[src/rtl/regfile_write_ctrl.sv]
// rtl/regfile_write_ctrl.sv - register file write-port sequencer: zeroing walk plus round-robin two-requester arbiter
module regfile_write_ctrl #(
  parameter int WORDSIZE = 64,
  parameter int SIZE     = 32,
  parameter int ADDR_W   = 6
) (
  input  logic                clk,
  input  logic                rst_n,
  input  logic                clear,
  input  logic                req0_valid,
  input  logic [ADDR_W-1:0]   req0_addr,
  input  logic [WORDSIZE-1:0] req0_data,
  output logic                req0_ready,
  input  logic                req1_valid,
  input  logic [ADDR_W-1:0]   req1_addr,
  input  logic [WORDSIZE-1:0] req1_data,
  output logic                req1_ready,
  output logic                write_en,
  output logic [ADDR_W-1:0]   write_addr,
  output logic [WORDSIZE-1:0] write_data,
  output logic                init_done,
  output logic                addr_err
);

  typedef enum logic {ST_INIT, ST_ARB} state_e;

  localparam logic [ADDR_W-1:0] LAST_ADDR = ADDR_W'(SIZE - 1);
  localparam logic [31:0]       SIZE_U    = 32'(SIZE);

  state_e              state_q, state_d;
  logic [ADDR_W-1:0]   cnt_q, cnt_d;
  logic                last_q, last_d;
  logic                wen_q, wen_d;
  logic [ADDR_W-1:0]   waddr_q, waddr_d;
  logic [WORDSIZE-1:0] wdata_q, wdata_d;
  logic                done_q, done_d;
  logic                err_q, err_d;

  logic                grant0, grant1, arb_open, xfer, in_range;
  logic [ADDR_W-1:0]   sel_addr;
  logic [WORDSIZE-1:0] sel_data;

  // With both valid, the requester that did not win last time gets the port.
  always_comb begin
    grant0     = req0_valid && (!req1_valid || last_q);
    grant1     = req1_valid && (!req0_valid || !last_q);
    arb_open   = rst_n && (state_q == ST_ARB) && !clear;
    req0_ready = arb_open && grant0;
    req1_ready = arb_open && grant1;
    xfer       = (req0_valid && req0_ready) || (req1_valid && req1_ready);
    sel_addr   = grant1 ? req1_addr : req0_addr;
    sel_data   = grant1 ? req1_data : req0_data;
    in_range   = ({{(32-ADDR_W){1'b0}}, sel_addr} < SIZE_U);
  end

  always_comb begin
    state_d = state_q;
    cnt_d   = cnt_q;
    last_d  = last_q;
    wen_d   = 1'b0;
    waddr_d = waddr_q;
    wdata_d = wdata_q;
    done_d  = done_q;
    err_d   = 1'b0;
    case (state_q)
      ST_INIT: begin
        wen_d   = 1'b1;
        waddr_d = cnt_q;
        wdata_d = '0;
        cnt_d   = cnt_q + ADDR_W'(1);
        if (cnt_q == LAST_ADDR) begin
          state_d = ST_ARB;
          done_d  = 1'b1;
        end
      end
      ST_ARB: begin
        if (clear) begin
          state_d = ST_INIT;
          cnt_d   = '0;
          done_d  = 1'b0;
        end else if (xfer) begin
          last_d = grant1;
          // Out-of-range requests are consumed but never reach the register file.
          if (in_range) begin
            wen_d   = 1'b1;
            waddr_d = sel_addr;
            wdata_d = sel_data;
          end else begin
            err_d = 1'b1;
          end
        end
      end
      default: state_d = ST_INIT;
    endcase
  end

  always_ff @(posedge clk) begin
    if (!rst_n) begin
      state_q <= ST_INIT;
      cnt_q   <= '0;
      last_q  <= 1'b1;
      wen_q   <= 1'b0;
      waddr_q <= '0;
      wdata_q <= '0;
      done_q  <= 1'b0;
      err_q   <= 1'b0;
    end else begin
      state_q <= state_d;
      cnt_q   <= cnt_d;
      last_q  <= last_d;
      wen_q   <= wen_d;
      waddr_q <= waddr_d;
      wdata_q <= wdata_d;
      done_q  <= done_d;
      err_q   <= err_d;
    end
  end

  assign write_en   = wen_q;
  assign write_addr = waddr_q;
  assign write_data = wdata_q;
  assign init_done  = done_q;
  assign addr_err   = err_q;

endmodule

[config.mk]
export PLATFORM = sky130hd
export DESIGN_NAME = regfile_write_ctrl
export DESIGN_NICKNAME = d
export VERILOG_FILES = /design/src/rtl/regfile_write_ctrl.sv
export SDC_FILE = /design/constraint.sdc
export NUM_CORES = 1
export LEC_CHECK = 0
export ABC_AREA = 0
export BUFFER_PORTS_ARGS = -buffer_cell sky130_fd_sc_hd__buf_2
export CORE_ASPECT_RATIO = 1.4
export CORE_UTILIZATION = 44
export CTS_CLUSTER_SIZE = 14
export DETAILED_ROUTE_END_ITERATION = 8
export GPL_TIMING_DRIVEN = 0
export MAX_ROUTING_LAYER = met4
export PLACE_DENSITY = 0.8
export SYNTH_ARGS = -nofsm -noshare
export SYNTH_HDL_FRONTEND = slang
export SYNTH_SLANG_ARGS = --single-unit
[constraint.sdc]
create_clock -name clk -period 3.1 [get_ports clk]
set_input_delay 0.93 -clock clk [delete_from_list [all_inputs] [get_ports clk]]
set_output_delay 0.93 -clock clk [all_outputs]
set_load 0.1 [all_outputs]
==> out/qor.yml, run 1 <==
antenna_found_initial: 0
clk_latency_ns: 0.33
syn-num-nets: 541
postCtsSetupRepairBufs: 0
wl_um: 11000
worstMarginPinSlew_ns: 0.725
synth.distinct_cells: 36
cp_slowest_cell: "clkbuf_2"
r2r_start: "last_q"
final_area_mm2: 0.00546
syn_area_per_cell_um2: 9.86
num_vias: 3812
ys_seq_elements: 81
htree_levels: 3
grt_pass1_vias: 3840
final_core_utilization_pct: 63.4
synth-async-reset-ratio_pct: 0
hp-class: "flip-flop to flip-flop"
cp_max_fo: 19
busiest_layer: "met2"
grt_pass1_wl_um: 17400
synth_warnings: 0
setup_viol_count_final: 0
synth_flop_cell: "dfxtp_1"
status: "complete, no violations"
fin_crit_sh_pct: 95.5
cp_common_cell: "clkbuf_2"
min-delay-start: "write_data[9]"
portBuffers: 218
power_w: 0.00237
drcViolationCount: 0
diodes: 0
die-height_um: 113
rsz0062_at_grt: "no"
placedCellCount: 718
clkTransAtPathRegs_ns: 0.06
viasPerCell: 5.22
p_switching_w: 0.000535
wl_per_cell_um: 15.1
final_common_cell: "buf_2"
syn_area_mm2: 0.00390
cp_cell_sequence: "clkbuf_2 > clkbuf_2 > o21ai_0 > nor2_4 > buf_6"
initial_utilization_pct: 45.3
dieArea_mm2: 0.00924
post-dp-hpwl_um: 8710
intPower_w: 0.00183
path_buf_inv: 3
met2_usage_pct: 44.9
syn_to_final_growth_pct: 40.0
power-per-cell-area_mw_per_mm2: 434
use_met1_pct: 26.2
cts.path.max_buffers: 2
postRouteAntennaNets: 0
skew_ns: 0.00609
grt-ovfl-total: 0
seqPwrFrac_pct: 44.5
cts_tree: "done"
fmax_mhz: 338
drive_gt1_share_pct: 41.0
swShare_pct: 22.6
num-fill-cells: 729
leakage_nw: 3.00
clkPwrFrac_pct: 45.0
layout_common_cells: "buf_2 (222), mux2i_1 (122), dfxtp_1 (81)"
cts_sinks: 81
synth_cells: 395
grtUsageMet3_pct: 5.97
place.gp.congestion: 0.851
rows: 40
drv_slew: 0
critPathTopFamily: "buffers and inverters"
layout.area.seq_mm2: 0.00162
end_kind: "output pin"
cts_root_buf: "clkbuf_16"
critPathLaunchType: "primary input"
fin_nets: 767
track_usage_pct: 25.4
power_frac_comb_pct: 10.5
cts_inserted_buffers: 9
yosysSeqAreaShare_pct: 41.6
cp.arrival_ns: 2.03
criticalPathCategory: "primary input to output pin"
place_area_mm2: 0.00516
finalHoldViolCount: 0
multiInputGateArea_mm2: 0.00209
crit_path_start: "rst_n"
ir_drop_v: 0.000310
dieWidth_um: 81.5
finalNonFillerCells: 730
ios: 220
synth_edf_count: 0
cts_hold_buf: 0
relSlewSlack_pct: 51.7
grt_start_max_net_pins: 13
fin_crit_ns: 2.96
firstDrtPassIters: 4
critical-path-max-stage-delay_ns: 0.32
first_iter_violations: 190
cap_viol_max_count: 0
worstPathRequired_ns: 2.17
design.core.area_mm2: 0.00861
## tightest hold or removal path, stage by stage, from the launching register on
cell     delay (ns)
dfxtp_1        0.30
nand2_1        0.05
mux2i_1        0.05
## cells in the mapped netlist (all sizes together), types with 3 or more instances
master / n / area share, %
inv: 4 / 0.39
and2: 3 / 0.48
a21boi: 3 / 0.58
a211oi: 3 / 0.58
nand3: 40 / 5.1
clkbuf: 19 / 1.8
nor2b: 3 / 0.48
mux2i: 123 / 32
nand2: 33 / 3.2
nand2b: 3 / 0.48
nand4: 4 / 0.64
nor2: 6 / 0.58
a21oi: 5 / 0.64
dfxtp: 81 / 42
mux2: 3 / 0.87
nor3: 13 / 1.7
o21ai: 13 / 1.7
o21a: 6 / 1.2
buf: 15 / 3.0
## metrics by stage
step | hold WS [ns] | worst slack (ns) | TNS [ns]
finish | 0.457 | 0.138 | 0
global route | 0.478 | 0.0217 | 0
CTS | 0.457 | 0.00315 | 0
floorplan | 0.446 | -0.206 | -0.206
detailed placement | 0.451 | -0.414 | -0.731
global placement | 0.439 | -0.472 | -0.828
## worst paths after layout
check | end | slack [ns] | cells after the start
worst min-delay path | write_data[9] | 0.46 | 2
worst max-delay path | req0_ready | 0.14 | 5
worst max register to register | write_data[63] | 1.17 | 7
worst min register to register | write_data[9] | 0.46 | 2
## registers in the layout, indices dropped and copies added (netlist names)
signal / cells
write_data: 64
cnt_q: 6
write_addr: 6
addr_err: 1
init_done: 1
last_q: 1
state_q: 1
write_en: 1
## power by group through the flow
stage / Clock [W] / Sequential, W / Combinational, W
finish: 0.00107 / 0.00105 / 0.000250
global route: 0.00114 / 0.00105 / 0.000273
CTS: 0.00108 / 0.00105 / 0.000254
detailed placement: 0 / 0.00108 / 0.000253
global placement: 0 / 0.00108 / 0.000247
floorplan: 0 / 0.00109 / 0.000113
## cells by family (layout without fill, tap and decap cells)
kind of cell	after synthesis	in the layout	share of synthesized area, %
AO/OA/AOI/OAI	41	41	6.90
adder cells (fa/ha/maj)	1	1	0.321
buffers and inverters	38	268	5.17
flip-flops	81	81	41.6
multiplexers	126	126	32.8
AND/OR/NAND/NOR	108	108	13.2
## layout make-up
class	count	area share (%)
Buffer	31	3.42
Clock buffer	12	4.70
Clock inverter	3	0.734
Inverter	4	0.275
Multi-Input combinational cell	276	38.4
Sequential cell	81	29.7
Tap cell	105	2.41
Timing Repair Buffer	218	20.4
## per-layer routing
| metal | share of wire [%] | routed length [µm] |
|---|---|---|
| met5 | 0 | 0 |
| met4 | 2.4 | 269 |
| met1 | 37 | 4120 |
| met3 | 6.6 | 731 |
| met2 | 53 | 5890 |
## what timing repair did
action,in CTS,in global routing
pin swaps,0,1
setup endpoints to repair,2,2
gates resized for setup,6,2
(Power assumes the default switching activity.)
==> run 2, diff against run 1 <==
- CELL_PAD_IN_SITES_DETAIL_PLACEMENT: unset -> 2
- CELL_PAD_IN_SITES_GLOBAL_PLACEMENT: unset -> 2
- CORE_UTILIZATION: 44 -> 25
- PLACE_DENSITY: 0.8 -> unset
- PLACE_DENSITY_LB_ADDON: unset -> 0.1
==> out/qor.yml, run 2 (synthesized netlist as in run 1, its figures left out) <==
status: "complete, no violations"
cp_slowest_cell: "nor3b_4"
ir_drop_v: 0.000205
post-dp-hpwl_um: 11000
grt_pass1_vias: 4292
postCtsSetupRepairBufs: 0
clk_latency_ns: 0.33
syn_to_final_growth_pct: 43.8
dieArea_mm2: 0.0161
fin_crit_ns: 2.98
drv_slew: 0
setup_viol_count_final: 0
rsz0062_at_grt: "no"
fmax_mhz: 336
cts_inserted_buffers: 9
relSlewSlack_pct: 46.3
wl_um: 13700
num-fill-cells: 1703
portBuffers: 218
hp-class: "flip-flop to flip-flop"
critPathTopFamily: "buffers and inverters"
track_usage_pct: 17.8
finalHoldViolCount: 0
final_common_cell: "buf_2"
clkTransAtPathRegs_ns: 0.06
grt_pass1_wl_um: 21300
critical-path-max-stage-delay_ns: 0.23
cts_tree: "done"
path_buf_inv: 4
num_vias: 3841
drive_gt1_share_pct: 40.9
viasPerCell: 4.71
end_kind: "output pin"
place.gp.congestion: 0.760
drcViolationCount: 0
antenna_found_initial: 0
fin_crit_sh_pct: 96.0
skew_ns: 0.00396
postRouteAntennaNets: 0
critPathLaunchType: "primary input"
grt_start_max_net_pins: 20
cap_viol_max_count: 0
ios: 220
wl_per_cell_um: 16.8
dieWidth_um: 108
criticalPathCategory: "primary input to output pin"
worstMarginPinSlew_ns: 0.798
firstDrtPassIters: 4
final_core_utilization_pct: 37.1
grt-ovfl-total: 0
cts_root_buf: "clkbuf_16"
rows: 53
cts_sinks: 81
design.core.area_mm2: 0.0151
initial_utilization_pct: 25.8
cp.arrival_ns: 2.05
die-height_um: 150
htree_levels: 3
leakage_nw: 3.02
largest_reg_flops: 64
diodes: 0
worst_slack_ns: 0.124
fin_nets: 767
power-per-cell-area_mw_per_mm2: 449
cp_max_fo: 17
first_iter_violations: 52
dp_slack_ns: -0.557
cp_cell_sequence: "buf_2 > a21bo_1 > buf_6 > buf_8 > nor3b_4 > buf_12"
worstPathRequired_ns: 2.17
cts.path.max_buffers: 2
layout_common_cells: "buf_2 (222), mux2i_1 (122), dfxtp_1 (81)"
## run 2: routing by layer
| layer | wire (µm) | up-vias | GRT usage, % |
|---|---|---|---|
| li1 | - | 1863 | - |
| met1 | 5220 | 1812 | 17.5 |
| met2 | 7410 | 155 | 34.3 |
| met3 | 931 | 11 | 4.27 |
| met4 | 123 | 0 | 4.73 |
| met5 | 0 | - | - |
## run 2: path summary, 6_finish.rpt
| path | start | endpoint | slack (ns) | cells past startpoint |
|---|---|---|---|---|
| min | write_data[63] | write_data[63] | 0.46 | 2 |
| max reg2reg | last_q | write_data[11] | 1.13 | 7 |
| max | req0_valid | req1_ready | 0.12 | 6 |
| min reg2reg | write_data[63] | write_data[63] | 0.46 | 2 |
## run 2: area by class of cell
cell class,count,area (µm²),share of cell area (%)
clock buffers,11,243,4.33
inverters,4,15.0,0.268
multi-input cells,276,2090,37.4
plain buffers,31,189,3.37
flip-flops and latches,81,1620,28.9
clock inverters,3,90.1,1.61
well taps,192,240,4.29
repair buffers,218,1110,19.8
## run 2: timing repair
| item | CTS | global route |
|---|---|---|
| hold buffers | 0 | 0 |
| endpoints found under the setup margin | 2 | 2 |
| pin swaps | 1 | 1 |
| resized for setup | 8 | 2 |
## run 2: power by group
group | total [W] | leakage (nW) | switching [W] | internal [W]
Combinational | 0.000255 | 2.20 | 0.000127 | 0.000127
Sequential | 0.00105 | 0.653 | 0.00000681 | 0.00105
Clock | 0.00121 | 0.162 | 0.000410 | 0.000800
Total | 0.00252 | 3.02 | 0.000544 | 0.00197
## run 2: stage by stage
stage          cell area, µm²  hold WS [ns]  TNS, ns  cells  power [W]
3_5_place_dp             5270         0.452   -0.969    805    0.00134
3_3_place_gp             5270         0.439   -0.884    805    0.00133
2_1_floorplan            3930         0.446   -0.206    395    0.00121
5_1_grt                  5600         0.479        0    816    0.00263
6_report                 5600         0.461        0    816    0.00252
4_1_cts                  5610         0.463        0    817    0.00256
## run 2: worst register-to-register path, delay by kind of cell (launching register included)
family                 cells  cell delay, ns
and+or+nand+nor            1            0.18
muxes                      2            0.65
DFF                        1            0.38
buffers and inverters      3            0.56
AOI/OAI and AO/OA          1            0.14
==> run 3, diff against run 2 <==
==> constraint.sdc (replaced) <==
create_clock -name clk -period 3.1 [get_ports clk]
set_input_delay 0.155 -clock clk [delete_from_list [all_inputs] [get_ports clk]]
set_output_delay 0.155 -clock clk [all_outputs]
set_load 0.1 [all_outputs]
==> out/qor.yml, run 3 (synthesized netlist as in run 1, its figures left out) <==
final_common_cell: "buf_2"
ios: 220
drive_gt1_share_pct: 40.3
layout_common_cells: "buf_2 (226), mux2i_1 (122), dfxtp_1 (81)"
drcViolationCount: 0
syn_to_final_growth_pct: 42.9
criticalPathCategory: "flip-flop to output pin"
clkTransAtPathRegs_ns: 0.06
cts_inserted_buffers: 9
finalHoldViolCount: 0
cap_viol_max_count: 0
end_kind: "output pin"
rsz0062_at_grt: "no"
cts.path.max_buffers: 2
skew_ns: 0.00868
multiInputGateArea_mm2: 0.00208
grt_start_max_net_pins: 14
viasPerCell: 4.69
cp.arrival_ns: 2.40
dieArea_mm2: 0.0161
portBuffers: 218
r2r_end: "write_data[44]"
placedCellCount: 805
cts_sinks: 81
relSlewSlack_pct: 46.1
largest_reg_flops: 64
cts_tree: "done"
r2r_start: "state_q"
grt_pass1_vias: 4183
setup_viol_count_final: 0
leakage_nw: 2.99
layout.area.seq_mm2: 0.00162
track_usage_pct: 18.0
finalNonFillerCells: 820
postCtsSetupRepairBufs: 0
critPathLaunchType: "flip-flop"
htree_levels: 3
grt-ovfl-total: 0
antenna_found_initial: 0
num_vias: 3845
rows: 53
setup_tns_ns: 0
place.gp.congestion: 0.792
drv_slew: 0
fin_nets: 770
grt_pass1_wl_um: 21400
worstPathRequired_ns: 2.94
post_cts_resized: 0
firstDrtPassIters: 4
cp_max_fo: 10
fmax_mhz: 391
wl_per_cell_um: 17.2
reg2reg_depth: 6
fin_crit_sh_pct: 82.5
postRouteAntennaNets: 0
ir_drop_v: 0.000207
min_to: "write_data[54]"
min_path_cells: 3
die-height_um: 150
worstMarginPinSlew_ns: 0.801
wl_um: 14100
reg2reg_slack_ns: 0.94
first_iter_violations: 62
cts_hold_buf: 0
dieWidth_um: 108
clk_latency_ns: 0.34
status: "complete, no violations"
design.core.area_mm2: 0.0151
cts_root_buf: "clkbuf_16"
initial_utilization_pct: 25.8
diodes: 0
hp-class: "primary input to flip-flop"
min-delay-start: "req1_data[54]"
post-dp-hpwl_um: 11500
num-fill-cells: 1732
fin_crit_ns: 2.56
power-per-cell-area_mw_per_mm2: 456
run 3: worst max path at each step:
| stage | slack [ns] | start | depth (start not counted) | endpoint |
|---|---|---|---|---|
| 6_report | 0.54 | state_q | 5 | req1_ready |
| 2_1_floorplan | 0.72 | rst_n | 5 | req0_ready |
| 5_1_grt | 0.31 | state_q | 5 | req1_ready |
| 3_5_place_dp | 0.78 | state_q | 5 | req1_ready |
| 4_1_cts | 0.38 | state_q | 5 | req1_ready |
| 3_3_place_gp | 0.83 | state_q | 5 | req1_ready |
run 3: where the power goes:
part / switching [W] / internal [W] / total [W] / leakage, nW
logic: 0.000126 / 0.000126 / 0.000252 / 2.19
registers: 0.00000769 / 0.00105 / 0.00105 / 0.653
clock network: 0.000447 / 0.000783 / 0.00123 / 0.155
run 3: routing by layer:
metal  global-route usage (%)  wire (µm)  up-vias
met5                        -          0        -
met4                     5.14        157        0
met3                     4.97       1080       12
met2                     33.7       7670      147
met1                     17.9       5210     1821
li1                         -          -     1865
run 3: area by class of cell:
type                       count  area share (%)
inverter                       4           0.270
tap                          192            4.32
timing repair buffer         218            19.6
multi-input combinational    276            37.3
clock buffer                  10            4.11
sequential                    81            29.1
clock inverter                 5            1.89
buffer                        34            3.35
run 3: critical path, cell delays in order, from the launching register on:
cell,delay (ns)
dfxtp_1,0.33
clkbuf_1,0.37
and2_1,0.19
clkbuf_1,0.47
nor3b_2,0.26
buf_2,0.44
run 3: metrics by stage:
| stage | hold WS, ns | util, % | setup WS, ns | instance area, µm² | power [W] |
|---|---|---|---|---|---|
| after floorplan | 0.338 | - | 0.721 | 3900 | 0.00120 |
| after global placement | 0.426 | 34.6 | 0.828 | 5230 | 0.00133 |
| after detailed placement | 0.443 | 34.6 | 0.777 | 5230 | 0.00133 |
| after CTS | 0.0819 | 36.8 | 0.383 | 5570 | 0.00259 |
| after global routing | 0.0881 | 36.8 | 0.309 | 5570 | 0.00264 |
| final | 0.0902 | 36.8 | 0.541 | 5570 | 0.00254 |
